[src/rtl/lane_feeder.sv]
// lane_feeder
//   Collects eight 12-bit lanes into a window register, then turns the
//   full window plus a shift command into an operand bundle for a
//   downstream lane shifter.
//
//   Ports
//     clk, rst                 clock and synchronous active-high reset
//     lane_valid/lane_data     lane input (12 bits), lane_ready when count < 8
//     cmd_valid/cmd_shift/     shift command (shift legal 0..5), cmd_ready when
//       cmd_fill                 the window is full and the op slot is free
//     op_valid/op_ready/       registered operand bundle: 96-bit window,
//       op_in/op_shift/op_fill   shift amount and fill value
//     err_shift                one-cycle pulse for a rejected (shift 6/7) command
//     err_cnt                  (only with LANE_FEEDER_ERRCNT_EN) saturating
//                              8-bit count of err_shift pulses
//
//   Optional feature macro: LANE_FEEDER_ERRCNT_EN
module lane_feeder (
  input  logic        clk,
  input  logic        rst,
  input  logic        lane_valid,
  input  logic [11:0] lane_data,
  output logic        lane_ready,
  input  logic        cmd_valid,
  input  logic [2:0]  cmd_shift,
  input  logic [11:0] cmd_fill,
  output logic        cmd_ready,
  output logic        op_valid,
  input  logic        op_ready,
  output logic [95:0] op_in,
  output logic [2:0]  op_shift,
  output logic [11:0] op_fill,
`ifdef LANE_FEEDER_ERRCNT_EN
  output logic [7:0]  err_cnt,
`endif
  output logic        err_shift
);

  logic [3:0]  count_reg;
  logic [11:0] window_reg [8];
  logic [95:0] window_flat;

  logic        op_valid_reg;
  logic [95:0] op_in_reg;
  logic [2:0]  op_shift_reg;
  logic [11:0] op_fill_reg;
  logic        err_shift_reg;

  logic lane_fire;
  logic cmd_fire;
  logic cmd_legal;

  assign lane_ready = (count_reg < 4'd8);
  // The op slot is free when empty or when its bundle leaves this cycle.
  assign cmd_ready  = (count_reg == 4'd8) && (!op_valid_reg || op_ready);
  assign lane_fire  = lane_valid && lane_ready;
  assign cmd_fire   = cmd_valid && cmd_ready;
  assign cmd_legal  = (cmd_shift <= 3'd5);

  // One register per lane slot; the slot selected by count takes the lane.
  genvar gi;
  generate
    for (gi = 0; gi < 8; gi++) begin : g_lane
      always_ff @(posedge clk) begin
        if (rst) begin
          window_reg[gi] <= '0;
        end else if (lane_fire && (count_reg == 4'(gi))) begin
          window_reg[gi] <= lane_data;
        end
      end
      assign window_flat[12*gi +: 12] = window_reg[gi];
    end
  endgenerate

  always_ff @(posedge clk) begin
    if (rst) begin
      count_reg <= '0;
    end else if (cmd_fire && cmd_legal) begin
      count_reg <= '0;
    end else if (lane_fire) begin
      count_reg <= count_reg + 4'd1;
    end
  end

  // Operand register: a legal command reloads it (even while the previous
  // bundle is being taken), otherwise a handshake empties it.
  always_ff @(posedge clk) begin
    if (rst) begin
      op_valid_reg  <= 1'b0;
      op_in_reg     <= '0;
      op_shift_reg  <= '0;
      op_fill_reg   <= '0;
      err_shift_reg <= 1'b0;
    end else begin
      err_shift_reg <= cmd_fire && !cmd_legal;
      if (cmd_fire && cmd_legal) begin
        op_valid_reg <= 1'b1;
        op_in_reg    <= window_flat;
        op_shift_reg <= cmd_shift;
        op_fill_reg  <= cmd_fill;
      end else if (op_valid_reg && op_ready) begin
        op_valid_reg <= 1'b0;
      end
    end
  end

  assign op_valid  = op_valid_reg;
  assign op_in     = op_in_reg;
  assign op_shift  = op_shift_reg;
  assign op_fill   = op_fill_reg;
  assign err_shift = err_shift_reg;

`ifdef LANE_FEEDER_ERRCNT_EN
  logic [7:0] err_cnt_reg;

  // Counts on the same edge that raises err_shift; sticks at 255.
  always_ff @(posedge clk) begin
    if (rst) begin
      err_cnt_reg <= '0;
    end else if (cmd_fire && !cmd_legal && (err_cnt_reg != 8'hFF)) begin
      err_cnt_reg <= err_cnt_reg + 8'd1;
    end
  end

  assign err_cnt = err_cnt_reg;
`endif

endmodule
[config.mk]
export PLATFORM = sky130hd
export DESIGN_NAME = lane_feeder
export DESIGN_NICKNAME = d
export VERILOG_FILES = /design/src/rtl/lane_feeder.sv
export SDC_FILE = /design/constraint.sdc
export NUM_CORES = 1
export LEC_CHECK = 0
export BUFFER_PORTS_ARGS = -buffer_cell sky130_fd_sc_hd__buf_2
export CAP_MARGIN = 10
export CORE_MARGIN = 5
export CORE_UTILIZATION = 25
export CTS_BUF_LIST = sky130_fd_sc_hd__clkbuf_4 sky130_fd_sc_hd__clkbuf_8
export CTS_CLUSTER_SIZE = 25
export DETAILED_ROUTE_END_ITERATION = 8
export PLACE_DENSITY_LB_ADDON = 0.08
export SETUP_SLACK_MARGIN = 0.2
export SYNTH_ARGS = -nofsm -noshare
export SYNTH_HDL_FRONTEND = slang
export SYNTH_SLANG_ARGS = --single-unit
[constraint.sdc]
create_clock -name clk -period 2.1 [get_ports clk]
set_input_delay 0.315 -clock clk [delete_from_list [all_inputs] [get_ports clk]]
set_output_delay 0.315 -clock clk [all_outputs]
set_load 0.01 [all_outputs]
==> flow_summary.ini <==
[outcome]
run_status = complete, no violations

[cts]
clock-sinks = 213
cts_tree = done
root_buffer = clkbuf_8
clockBufferDepth = 3
clk_pin_slew_ps = 60
clock_latency_ps = 530
cts_made_buffers = 41
h-tree-depth = 2

[sta]
report.final.slew_viol_count = 0
finalSetupTns_ps = 0
clock_skew_ps = 16.8
setup_viol_count_final = 0
finalHoldViolations = 0
period_needed_ps = 1860
relSlewSlack = 0.446
tightest_slew_ps = 831
fmax_mhz = 537
rsz0062_at_grt = yes
fin_crit_sh = 0.886

[setup_path]
startpoint_type = flop
cp.arrival_ps = 1550
reg2reg_depth = 3
path_max_fanout = 5
cp_num_buf_inv = 2
crit_path_end_kind = output port
r2r_end = window_reg[1][44]
crit_type = reg -> out
worstReg2RegStart = count_reg[2]
slowest_stage = dfxtp_4
cp_slowest_stage_delay_ps = 360
cp_top_family = simple AND/OR/NAND/NOR gates
reg2reg_setup_slack_ps = 330
cp_cell_sequence = inv_4 -> ha_4 -> nor2b_4 -> and3_4 -> buf_6
cp_data_required_time_ps = 1780

[die]
core_region_area_sq_um = 34600
dieArea_sq_um = 38900
die_w_um = 197
row_count = 68
io_pins = 147
start_util = 0.253
die_y_um = 197

[global_routing]
grt_use_total = 0.153
antenna_found_initial = 3
grt_first_pass_wirelength_um = 46500
grt_pass1_vias = 7197
overflow = 0
grt_start_max_net_pins = 78

[finish]
fillers = 3593
fin_nets = 959
ff_latch_area_sq_um = 5230
fin_cells = 1411
drive_above_1_share = 0.283
fin_area_sq_um = 10900
syn_to_final_growth_pct = 24.9
multi_input_area_sq_um = 3090

[routing]
drt-vias-per-instance = 4.86
drtIter0Drc = 307
drc = 0
vias = 6864
drt-pass1-iter-count = 5
wl_per_cell_um = 21.8
antenna_left = 0
wl_um = 30800

[placed_design]
routabilityCongestion = 0.719
portBuffers = 146
place_hpwl_um = 17600
place_area_sq_um = 9930
dp_cells = 1324

[pwr]
p_sw_frac = 0.231
p_int_mw = 7.08
vdd_ir_drop_max_uv = 305
combPwrFrac = 0.045
p_per_area_nw_per_um2 = 841
switchingPower_mw = 2.13
clkPwrFrac = 0.469
p_seq_frac = 0.485
p_leak_nw = 4.05

[min_path]
hold-path-endpoint = op_fill[10]
min_path_type = in -> reg
worstHoldStart = cmd_fill[10]
worst_hold_path.num_cells = 3

[logic_synthesis]
ys_ff_latch = 213
syn-cell-area_sq_um = 8770
synth.distinct_cells = 32
synth_seq_area_share = 0.596
syn_inst = 794
yosys_warnings = 0
avgSynthCellArea_sq_um = 11.0
syn-num-nets = 830

[run]
max_cap_violations = 0
stage by stage:
step,setup slack (ps),util,hold WS [ps],total power [mW]
2_1_floorplan,371,-,465,4.73
3_3_place_gp,312,0.287,453,4.95
3_5_place_dp,292,0.287,457,4.95
4_1_cts,203,0.315,0.812,9.39
5_1_grt,176,0.316,35.3,9.60
6_report,238,0.316,48.1,9.21
Yosys cell counts:
cell type	count	area share
nor2_1	7	0.0030
o21bai_1	5	0.0043
nor2_2	4	0.0029
a221oi_1	2	0.0020
a41oi_1	1	0.0010
o31ai_1	109	0.093
nand4_1	111	0.079
dfxtp_1	117	0.27
a31o_2	3	0.0030
clkbuf_2	4	0.0023
xnor2_1	1	0.0010
a21oi_1	110	0.063
ha_1	4	0.0057
mux2i_1	1	0.0011
or3b_4	1	0.0013
edfxtp_1	96	0.33
nand4b_1	1	0.0010
and3_1	1	0.00071
nor2b_1	5	0.0036
buf_6	11	0.014
inv_1	5	0.0021
nand3b_1	1	0.00086
xor2_1	1	0.0010
and2_1	97	0.069
and4b_1	2	0.0023
or3_4	1	0.0013
buf_2	28	0.016
nand2b_1	1	0.00071
nor3_1	4	0.0023
buf_4	1	0.00086
clkbuf_1	53	0.023
nand2_1	6	0.0026
worst reg2reg max path, stage by stage, from the launching register on:
cell	delay, ps
dfxtp_1	560
or3b_4	480
nor2_2	400
and2_1	200
power by group through the flow:
stage,combinational (mW),clock (mW),sequential (mW)
final,0.416,4.32,4.47
after global routing,0.446,4.68,4.47
after CTS,0.419,4.50,4.47
after detailed placement,0.393,0,4.55
after global placement,0.398,0,4.56
after floorplan,0.189,0,4.54
how the worst max path moves through the flow:
| stage | from | cells past startpoint | end | slack (ps) |
|---|---|---|---|---|
| floorplan | count_reg[0] | 4 | window_reg[1][0] | 370 |
| finish | count_reg[0] | 5 | cmd_ready | 240 |
| global route | count_reg[0] | 5 | cmd_ready | 180 |
| global placement | rst | 4 | window_reg[0][3] | 310 |
| CTS | count_reg[0] | 5 | cmd_ready | 200 |
| detailed placement | count_reg[0] | 6 | op_in[18] | 290 |
timing repair:
item	in CTS	in global routing
hold buffers	6	0
endpoints found under the setup margin	1	2
pin swaps	2	1
endpoints found under the hold margin	6	0
gates resized for setup	15	1
setup buffers	3	2
area by class of cell:
cell class                      count  share of cell area
Antenna cell                        2            0.000457
Clock buffer                       71              0.0778
Clock inverter                      3             0.00137
Inverter                            5             0.00217
Multi-Input combinational cell    479               0.283
Sequential cell                   213               0.478
Tap cell                          455              0.0520
Timing Repair Buffer              183               0.106
placed cells by master (no fill, tap or decap), types with 2 or more instances in the layout:
cell	Yosys	layout
inv_4	0	2
a31o_2	3	3
a21oi_1	110	110
nand2_1	6	5
diode_2	0	2
clkbuf_8	0	51
nor2b_4	0	2
clkinv_1	0	2
buf_12	0	10
clkbuf_4	0	20
ha_1	4	3
dfxtp_4	0	2
nor2_2	4	3
edfxtp_1	96	96
inv_1	5	3
dfxtp_1	117	115
and2_1	97	96
buf_2	28	144
a221oi_1	2	2
nor2b_1	5	3
o31ai_1	109	109
nand4_1	111	111
buf_4	1	22
nor2_1	7	7
nor3_1	4	4
o21bai_1	5	5
dlygate4sd3_1	0	6
metal layers:
| metal | vias up | global-route usage | share of wire |
|---|---|---|---|
| li1 | 3276 | - | - |
| met1 | 3384 | 0.216 | 0.49 |
| met2 | 161 | 0.244 | 0.46 |
| met3 | 43 | 0.0275 | 0.042 |
| met4 | 0 | 0.0367 | 0.016 |
| met5 | - | 0 | 0 |
kinds of logic after synthesis:
family / synth area share
and+or+nand+nor: 0.171
AOI/OAI and AO/OA: 0.166
DFF: 0.596
buffers and inverters: 0.0581
adders and majority gates: 0.00571
xor gates and xnor gates: 0.00200
muxes: 0.00114
Note: power is estimated with default switching activity, not from simulation.
